--- config.mk ---
export PLATFORM = sky130hd
export DESIGN_NAME = csr_unit
export DESIGN_NICKNAME = d
export VERILOG_FILES = /design/src/rtl/csr_pkg.sv /design/src/rtl/csr_counter64.sv /design/src/rtl/csr_unit.sv
export SDC_FILE = /design/constraint.sdc
export NUM_CORES = 1
export LEC_CHECK = 0
export CAP_MARGIN = 20
export CORE_MARGIN = 10
export CORE_UTILIZATION = 40
export CTS_BUF_LIST = sky130_fd_sc_hd__clkbuf_8
export CTS_CLUSTER_SIZE = 16
export DETAILED_ROUTE_END_ITERATION = 8
export DONT_BUFFER_PORTS = 1
export PLACE_DENSITY = 0.61
export SYNTH_ARGS = -nofsm -noshare
export SYNTH_HDL_FRONTEND = slang
export SYNTH_SLANG_ARGS = --single-unit
--- constraint.sdc ---
create_clock -name clk -period 5.15 [get_ports clk]
set_input_delay 0.515 -clock clk [delete_from_list [all_inputs] [get_ports clk]]
set_output_delay 0.515 -clock clk [all_outputs]
set_load 0.02 [all_outputs]
--- src/rtl/csr_pkg.sv ---
`default_nettype none
// +----------------------------------------------------------------------+
// | csr_pkg : CSR addresses, op encoding, mstatus fields, WARL helpers    |
// | Rev 1.0                                                               |
// +----------------------------------------------------------------------+
package csr_pkg;

  localparam logic [11:0] CSR_MSTATUS   = 12'h300;
  localparam logic [11:0] CSR_MISA      = 12'h301;
  localparam logic [11:0] CSR_MTVEC     = 12'h305;
  localparam logic [11:0] CSR_MSCRATCH  = 12'h340;
  localparam logic [11:0] CSR_MEPC      = 12'h341;
  localparam logic [11:0] CSR_MCAUSE    = 12'h342;
  localparam logic [11:0] CSR_MHARTID   = 12'hF14;
  localparam logic [11:0] CSR_MCYCLE    = 12'hB00;
  localparam logic [11:0] CSR_MINSTRET  = 12'hB02;
  localparam logic [11:0] CSR_MCYCLEH   = 12'hB80;
  localparam logic [11:0] CSR_MINSTRETH = 12'hB82;

  localparam int MSTATUS_MIE    = 3;
  localparam int MSTATUS_MPIE   = 7;
  localparam int MSTATUS_MPP_LO = 11;

  localparam logic [31:0] MISA_VAL = 32'h4000_0100;

  typedef enum logic [1:0] {
    CSR_OP_NONE = 2'b00,
    CSR_OP_RW   = 2'b01,
    CSR_OP_RS   = 2'b10,
    CSR_OP_RC   = 2'b11
  } csr_op_e;

  function automatic logic [31:0] csr_wval(csr_op_e op, logic [31:0] old_v, logic [31:0] wd);
    case (op)
      CSR_OP_RW: return wd;
      CSR_OP_RS: return old_v | wd;
      CSR_OP_RC: return old_v & ~wd;
      default:   return old_v;
    endcase
  endfunction

  // Reserved modes 10/11 collapse to direct mode.
  function automatic logic [31:0] mtvec_legalize(logic [31:0] v);
    return {v[31:2], 1'b0, (v[1:0] == 2'b01)};
  endfunction

endpackage
`default_nettype wire

--- src/rtl/csr_counter64.sv ---
`default_nettype none
// +----------------------------------------------------------------------+
// | csr_counter64 : 64-bit counter, increment enable, per-half writes     |
// | Rev 1.0                                                               |
// +----------------------------------------------------------------------+
module csr_counter64 (
  input  logic        clk,
  input  logic        rst_n,
  input  logic        inc_i,
  input  logic        wr_lo_i,
  input  logic        wr_hi_i,
  input  logic [31:0] wdata_i,
  output logic [63:0] value_o
);

  logic [31:0] lo_q, lo_d;
  logic [31:0] hi_q, hi_d;
  logic [32:0] lo_inc;

  always_comb begin
    lo_inc = {1'b0, lo_q} + 33'd1;
    lo_d   = lo_q;
    hi_d   = hi_q;
    if (inc_i) begin
      lo_d = lo_inc[31:0];
      hi_d = hi_q + {31'b0, lo_inc[32]};
    end
    // A write to one half suppresses the increment; the other half holds.
    if (wr_lo_i) begin
      lo_d = wdata_i;
      hi_d = hi_q;
    end
    if (wr_hi_i) begin
      hi_d = wdata_i;
      lo_d = lo_q;
    end
  end

  always_ff @(posedge clk or negedge rst_n) begin
    if (!rst_n) begin
      lo_q <= '0;
      hi_q <= '0;
    end else begin
      lo_q <= lo_d;
      hi_q <= hi_d;
    end
  end

  assign value_o = {hi_q, lo_q};

endmodule
`default_nettype wire

--- src/rtl/csr_unit.sv ---
`default_nettype none
// +----------------------------------------------------------------------+
// | csr_unit : M-mode CSR file and trap/mret sequencer.                   |
// | Optional counters with CSR_COUNTERS_EN.            Rev 1.0            |
// +----------------------------------------------------------------------+
module csr_unit
  import csr_pkg::*;
#(
  parameter int          XLEN          = 32,
  parameter logic [31:0] HART_ID       = 32'h0,
  parameter logic [31:0] MTVEC_RESET   = 32'h0,
  parameter logic [31:0] MSTATUS_RESET = 32'h0000_1800
) (
  input  logic            clk,
  input  logic            rst_n,
  input  logic [1:0]      csr_op,
  input  logic [11:0]     csr_addr,
  input  logic [XLEN-1:0] csr_wdata,
  output logic [XLEN-1:0] csr_rdata,
  output logic            csr_illegal,
  input  logic            trap_valid,
  input  logic [XLEN-1:0] trap_cause,
  input  logic [XLEN-1:0] trap_pc,
  input  logic            mret,
  input  logic            instr_retire,
  output logic            redirect_valid,
  output logic [XLEN-1:0] redirect_pc,
  output logic            irq_enable
);

  csr_op_e     op;
  logic        mie_q, mie_d, mpie_q, mpie_d;
  logic [31:0] mtvec_q, mtvec_d, mscratch_q, mscratch_d, mcause_q, mcause_d;
  logic [29:0] mepc_q, mepc_d;
  logic        redirect_valid_q, redirect_valid_d;
  logic [31:0] redirect_pc_q, redirect_pc_d;
  logic [31:0] mstatus_rd, mepc_rd, rd_raw, wval, trap_base, trap_target;
  logic        implemented, read_only, illegal, csr_we;

  assign op         = csr_op_e'(csr_op);
  assign mstatus_rd = {19'b0, 2'b11, 3'b0, mpie_q, 3'b0, mie_q, 3'b0};
  assign mepc_rd    = {mepc_q, 2'b00};

`ifdef CSR_COUNTERS_EN
  logic [63:0] mcycle, minstret;

  csr_counter64 u_mcycle (
    .clk     (clk),
    .rst_n   (rst_n),
    .inc_i   (1'b1),
    .wr_lo_i (csr_we && (csr_addr == CSR_MCYCLE)),
    .wr_hi_i (csr_we && (csr_addr == CSR_MCYCLEH)),
    .wdata_i (wval),
    .value_o (mcycle)
  );

  csr_counter64 u_minstret (
    .clk     (clk),
    .rst_n   (rst_n),
    .inc_i   (instr_retire),
    .wr_lo_i (csr_we && (csr_addr == CSR_MINSTRET)),
    .wr_hi_i (csr_we && (csr_addr == CSR_MINSTRETH)),
    .wdata_i (wval),
    .value_o (minstret)
  );
`else
  logic unused_retire;
  assign unused_retire = instr_retire;
`endif

  always_comb begin
    rd_raw      = '0;
    implemented = 1'b1;
    read_only   = 1'b0;
    case (csr_addr)
      CSR_MSTATUS:  rd_raw = mstatus_rd;
      CSR_MISA:     begin rd_raw = MISA_VAL; read_only = 1'b1; end
      CSR_MTVEC:    rd_raw = mtvec_q;
      CSR_MSCRATCH: rd_raw = mscratch_q;
      CSR_MEPC:     rd_raw = mepc_rd;
      CSR_MCAUSE:   rd_raw = mcause_q;
      CSR_MHARTID:  begin rd_raw = HART_ID; read_only = 1'b1; end
`ifdef CSR_COUNTERS_EN
      CSR_MCYCLE:    rd_raw = mcycle[31:0];
      CSR_MCYCLEH:   rd_raw = mcycle[63:32];
      CSR_MINSTRET:  rd_raw = minstret[31:0];
      CSR_MINSTRETH: rd_raw = minstret[63:32];
`endif
      default:      implemented = 1'b0;
    endcase
  end

  // RS/RC with a zero operand is a pure read, so it is legal on read-only CSRs.
  assign illegal     = (op != CSR_OP_NONE) &&
                       (!implemented || (read_only && ((op == CSR_OP_RW) || (csr_wdata != '0))));
  assign csr_illegal = illegal;
  assign csr_rdata   = illegal ? '0 : rd_raw;
  assign wval        = csr_wval(op, rd_raw, csr_wdata);
  assign csr_we      = (op != CSR_OP_NONE) && !illegal && !trap_valid && !mret;

  assign trap_base   = {mtvec_q[31:2], 2'b00};
  assign trap_target = (mtvec_q[0] && trap_cause[31]) ? trap_base + {trap_cause[29:0], 2'b00}
                                                      : trap_base;

  always_comb begin
    mie_d            = mie_q;
    mpie_d           = mpie_q;
    mtvec_d          = mtvec_q;
    mscratch_d       = mscratch_q;
    mepc_d           = mepc_q;
    mcause_d         = mcause_q;
    redirect_valid_d = 1'b0;
    redirect_pc_d    = redirect_pc_q;
    if (trap_valid) begin
      mepc_d           = trap_pc[31:2];
      mcause_d         = trap_cause;
      mpie_d           = mie_q;
      mie_d            = 1'b0;
      redirect_valid_d = 1'b1;
      redirect_pc_d    = trap_target;
    end else if (mret) begin
      mie_d            = mpie_q;
      mpie_d           = 1'b1;
      redirect_valid_d = 1'b1;
      redirect_pc_d    = mepc_rd;
    end else if (csr_we) begin
      case (csr_addr)
        CSR_MSTATUS:  begin mie_d = wval[MSTATUS_MIE]; mpie_d = wval[MSTATUS_MPIE]; end
        CSR_MTVEC:    mtvec_d    = mtvec_legalize(wval);
        CSR_MSCRATCH: mscratch_d = wval;
        CSR_MEPC:     mepc_d     = wval[31:2];
        CSR_MCAUSE:   mcause_d   = wval;
        default:      ;
      endcase
    end
  end

  always_ff @(posedge clk or negedge rst_n) begin
    if (!rst_n) begin
      mie_q            <= MSTATUS_RESET[MSTATUS_MIE];
      mpie_q           <= MSTATUS_RESET[MSTATUS_MPIE];
      mtvec_q          <= mtvec_legalize(MTVEC_RESET);
      mscratch_q       <= '0;
      mepc_q           <= '0;
      mcause_q         <= '0;
      redirect_valid_q <= 1'b0;
      redirect_pc_q    <= '0;
    end else begin
      mie_q            <= mie_d;
      mpie_q           <= mpie_d;
      mtvec_q          <= mtvec_d;
      mscratch_q       <= mscratch_d;
      mepc_q           <= mepc_d;
      mcause_q         <= mcause_d;
      redirect_valid_q <= redirect_valid_d;
      redirect_pc_q    <= redirect_pc_d;
    end
  end

  assign redirect_valid = redirect_valid_q;
  assign redirect_pc    = redirect_pc_q;
  assign irq_enable     = mie_q;

endmodule
`default_nettype wire

Yosys cells after proc, flatten, opt, wreduce, memory -nomap -nowiden
Cells that the tools add are included.

cells by class
  add/sub/neg operators = 1
  equal/unequal tests = 12
  multiplexer cells = 26
  bitwise logic cells = 5
  reductions and logical operators = 27

operators by type and width
  cell                    count
  $mux W32                8
  $pmux W32 S6            1
  $mux W30                4
  $pmux W32 S3            1
  $eq A12 B10 Y1 const B  6
  $add A32 B32 Y32        1
  $and A32 B32 Y32        1
  $not A32 Y32            1
  $or A32 B32 Y32         1
  $reduce_bool A32 Y1     1
  $eq A12 B12 Y1 const B  1
  $mux W1                 12
  $reduce_bool A2 Y1      5
  $reduce_and A4 Y1       2
  $reduce_or A7 Y1        1
  $logic_and A1 B1 Y1     6
  $reduce_and A3 Y1       2
  $reduce_bool A3 Y1      2
  $eq A2 B1 Y1 const B    2
  $eq A2 B2 Y1 const B    2
  $logic_not A1 Y1        4
  $logic_or A1 B1 Y1      2
  $ne A2 B2 Y1 const B    1
  $not A1 Y1              2
  2 further kinds         2

storage, ports and cells
  register bits = 160
  input port bits = 115
  output and inout bits = 67

Logic depth before layout (Yosys ltp)
  depth after elaboration = 13
  gate-level depth with buffers = 13
  mapped depth without buffers = 12

Worst setup path after synthesis
No wires, ideal clock.

  path type = input-to-reg
  from = input port trap_cause[8]
  to = register redirect_pc_q[31], in the netlist redirect_pc[31]
  arrival = 2.696 ns
  required time = 5.068 ns
  slack = 2.373 ns
  cell stages on the path = 10
  cell sequence = ha_1 and4_1 a221oi_2 a211oi_1 o21ai_1 a21oi_1 o32a_2 xnor2_1 or3_1 a31oi_1

on the way
  cells in the longest elaborated chain, start to end = 3

ends and longest elaborated chain
  element               line             text
  start, declared       csr_unit.sv:22   input logic [XLEN-1:0] trap_cause,
  $add A32 B32 Y32      csr_unit.sv:102  assign trap_target = (mtvec_q[0] && trap_cause[31]) ? trap_base + {trap_cause[29:0], 2'b00}
  $mux W32              csr_unit.sv:102
  $mux W32              csr_unit.sv:114  if (trap_valid) begin
  end signal, assigned  csr_unit.sv:156  redirect_pc_q <= redirect_pc_d;
  end, declared         csr_unit.sv:36   logic [31:0] redirect_pc_q, redirect_pc_d;

Every way passes these cells.
A chain may end at the register's enable or synchronous reset.

Worst setup path after layout
  from = input port csr_addr[5]
  to = output port csr_rdata[5]

on the way
  cells in the longest elaborated chain, start to end = 7
  elaborated cells between the ends (all ways) = 17

ends and longest elaborated chain
  element                                                                       line            text
  start, declared                                                               csr_unit.sv:17  input logic [11:0] csr_addr,
  $eq A12 B10 Y1 / $eq A12 B12 Y1 (equally long branches)                       csr_unit.sv:75  case (csr_addr)
  $reduce_or A7 Y1 (no source line) / $reduce_or A2 Y1 (equally long branches)  n/a
  $mux W1                                                                       csr_unit.sv:75
  $logic_not A1 Y1 / $logic_and A1 B1 Y1 (equally long branches)                csr_unit.sv:95  (!implemented || (read_only && ((op == CSR_OP_RW) || (csr_wdata != '0))));
  $logic_or A1 B1 Y1                                                            csr_unit.sv:95
  $logic_and A1 B1 Y1                                                           csr_unit.sv:94  assign illegal = (op != CSR_OP_NONE) &&
  $mux W32 (*)                                                                  csr_unit.sv:97  assign csr_rdata = illegal ? '0 : rd_raw;
  end, declared                                                                 csr_unit.sv:19  output logic [XLEN-1:0] csr_rdata,

Every way passes the cells marked *; elsewhere a longest branch is shown, timed or not.

==> impl_metrics.toml <==
[yosys]
post-synth-top-area-fraction_pct = 37.0
async_reset_ff_share_pct = 100
synth_seq_cells = 158
yosys_most_used_dff = "dfrtp_1"
syn-mean-instance-area_um2 = 8.36
ys_seq_area_share_pct = 37.0
synthXorXnorAreaFrac_pct = 4.01
synth-simple-area-share_pct = 18.8
netlist_area_mm2 = 0.0107
synth.area.top_cells = "dfrtp_1 (37%), nand2_1 (8.8%), o21ai_0 (8.7%), a22o_1 (3.9%), xnor2_1 (3.4%)"
syn_inst = 1278
synth_fa_ha_area_share_pct = 3.58
synth_edf_count = 0
synth.area.mux_share_pct = 3.01
synth_top_family_by_area = "compound AO/OA/AOI/OAI gates"
yosys.area.top_type = "dfrtp_1"
yosysWarnings = 0
synth_compound_area_share_pct = 28.9
yosys.cell_types.count = 77

[setup_path]
rr_endpoint = "redirect_pc[31]"
slowest_stage = "nor2_2"
worstSetupPathType = "in2out"
path_cells = "and3b_1 > and4b_1 > nand3b_1 > buf_4 > nor2_2 > buf_4 > a221o_1"
max_stage_delay_ns = 0.71
cp_max_fo = 16
start_kind = "input pin"
worstPathRequired_ns = 4.64
reg2regPathDepth = 11
critPathTopFamily = "simple AND/OR/NAND/NOR gates"
path_buf_inv = 2
crit_path_frequent_cell = "buf_4"
startpoint = "csr_addr[5]"
worstSetupEndpointType = "primary output"
worstPathArrival_ns = 2.92
r2r_slack_ns = 1.88
reg2reg_from = "mtvec_q[3]"

[timing]
hold_viol_final = 6
finalSetupViolCount = 0
max_slew_margin_pct = 34.7
rsz0062_at_grt = "false"
fmax_mhz = 292
finalCriticalPeriod_ns = 3.43
worst_pin_slew_ns = 0.969
finalCritPeriodShare_pct = 66.6
fin_skew_ns = 0.0153
tns_ns = 0
maxSlewViolCount = 0
hold-worst-slack_ns = -0.0413

[detailed_routing]
viasPerCell = 6.21
drc = 0
finalWirelength_um = 38900
drtIter0Drc = 1191
first_pass_iters = 5
ant_nets = 0
wl_per_cell_um = 24.7
vias = 9749

[floorplan]
dieHeight_um = 183
dieArea_mm2 = 0.0337
ioPinCount = 182
fp.coreArea_mm2 = 0.0262
die_x_um = 183
placementRows = 59
start_util_pct = 40.8

[placed_design]
dpl-instance-area_mm2 = 0.0109
gp_congestion = 0.920
io_buffers = 0
place_hpwl_um = 26900

[grt]
grt_max_degree = 189
grt_pass1_wl_um = 59400
grt_use_total_pct = 22.8
grt_pass1_vias = 9327
antenna_found_initial = 0
overflow = 0

[power_and_ir_drop]
power_switching_uw = 751
vdd_drop_max_mv = 0.190
power.internal_mw = 1.97
p_total_mw = 2.73
cellLeakagePower_nw = 4.58
power.share.combinational_pct = 10.8
pwr-share-seq_pct = 50.3
power_density_mw_per_mm2 = 241
switching_share_pct = 27.6
clockPowerShare_pct = 38.9

[cells_and_area]
fillers = 2562
nNetsFinal = 1368
final_area_mm2 = 0.0113
drive_gt1_share_pct = 6.48
syn_to_final_growth_pct = 5.91

[outcome]
status = "finished, violations left"
failed_checks = "hold timing"

[clock_network]
htree_levels = 4
clk_pin_slew_worst_paths_ns = 0.10
numCtsBuffers = 17
clock-sinks = 158
clkLatencyLatePin_ns = 0.46
cts_tree = "done"
clock_path_buffers = 2
cts_setup_buffers = 0
root_buffer = "clkbuf_8"

[min_path]
holdCritPathClass = "in2async"

[job]
drv_cap = 0
[synth_stat cells (12+ instances only)]
master and count:
xnor2_1 42, ha_1 29, a221o_1 29, nand2_1 251, o21ai_0 185, a222oi_1 23, a22o_1 47, inv_1 15
nor2_1 42, nor4_1 12, o21ai_1 35, a21oi_1 65, mux2i_1 31, nor2b_1 42, a221oi_1 12, a211oi_1 19
dfrtp_1 158, clkbuf_1 66, a21o_1 12, nor3b_1 15
[cell usage in the layout (no fill, tap or decap), types with 31 or more instances in the layout]
master / instances
a22o_1: 47
nand2_1: 250
a21oi_1: 65
o21ai_1: 35
dfrtp_1: 158
o21ai_0: 185
nor2_1: 39
mux2i_1: 31
nor2b_1: 42
xnor2_1: 42
[final cells by class]
class	instances	area, um^2	area share [%]
antenna	1	2.50	0.0221
clock buffer	18	248	2.19
clock inverter	13	189	1.67
inverter	16	60.1	0.530
multi-input combinational	1010	6270	55.4
sequential	158	3950	34.9
tap	335	419	3.70
timing repair buffer	20	183	1.61
[logic make-up after synthesis]
kind of cell               Yosys count
xor gates and xnor gates            49
and+or+nand+nor                    425
DFF                                158
adders and majority gates           30
muxes                               32
other                                1
AOI/OAI and AO/OA                  472
buffers and inverters              111
[worst max path at each step]
| stage | endpoint | depth (start not counted) | slack [ns] |
|---|---|---|---|
| after floorplan | redirect_pc[31] | 10 | 2.37 |
| after global placement | mepc_q[28] | 9 | 1.66 |
| after detailed placement | mscratch_q[23] | 10 | 1.54 |
| after CTS | csr_rdata[25] | 7 | 1.76 |
| after global routing | csr_rdata[25] | 7 | 1.64 |
| final | csr_rdata[5] | 7 | 1.72 |
[metal layers]
layer	vias up	global-route usage (%)	wire length, um	part of all wire, %
li1	4565	-	-	-
met5	-	0	0	0
met2	447	35.4	17800	46
met3	55	6.62	3950	10
met1	4682	29.6	16000	41
met4	0	8.13	1120	2.9
[power by group through the flow]
stage	clock (mW)	sequential, mW	combinational, mW
floorplan	0	1.37	0.254
global placement	0	1.39	0.260
detailed placement	0	1.40	0.265
CTS	1.07	1.37	0.295
global route	1.12	1.38	0.331
finish	1.06	1.37	0.295
[metrics by stage]
stage / instances / setup slack [ns] / utilization [%]
6_report: 1571 / 1.72 / 43.2
3_5_place_dp: 1538 / 1.54 / 41.4
2_1_floorplan: 1279 / 2.37 / -
5_1_grt: 1570 / 1.64 / 43.2
4_1_cts: 1570 / 1.76 / 43.2
3_3_place_gp: 1538 / 1.66 / 41.4
[registers in the layout, indices dropped and copies added (netlist names)]
| signal | flops |
|---|---|
| mcause_q | 32 |
| mscratch_q | 32 |
| mtvec_q | 31 |
| mepc_q | 30 |
| redirect_pc | 30 |
| irq_enable | 1 |
| mpie_q | 1 |
| redirect_valid | 1 |
[what timing repair did]
item / CTS / global route
hold buffers: 1 / 0
gates resized for setup: 0 / 0
endpoints found under the hold margin: 158 / 0
(Power assumes the default switching activity.)
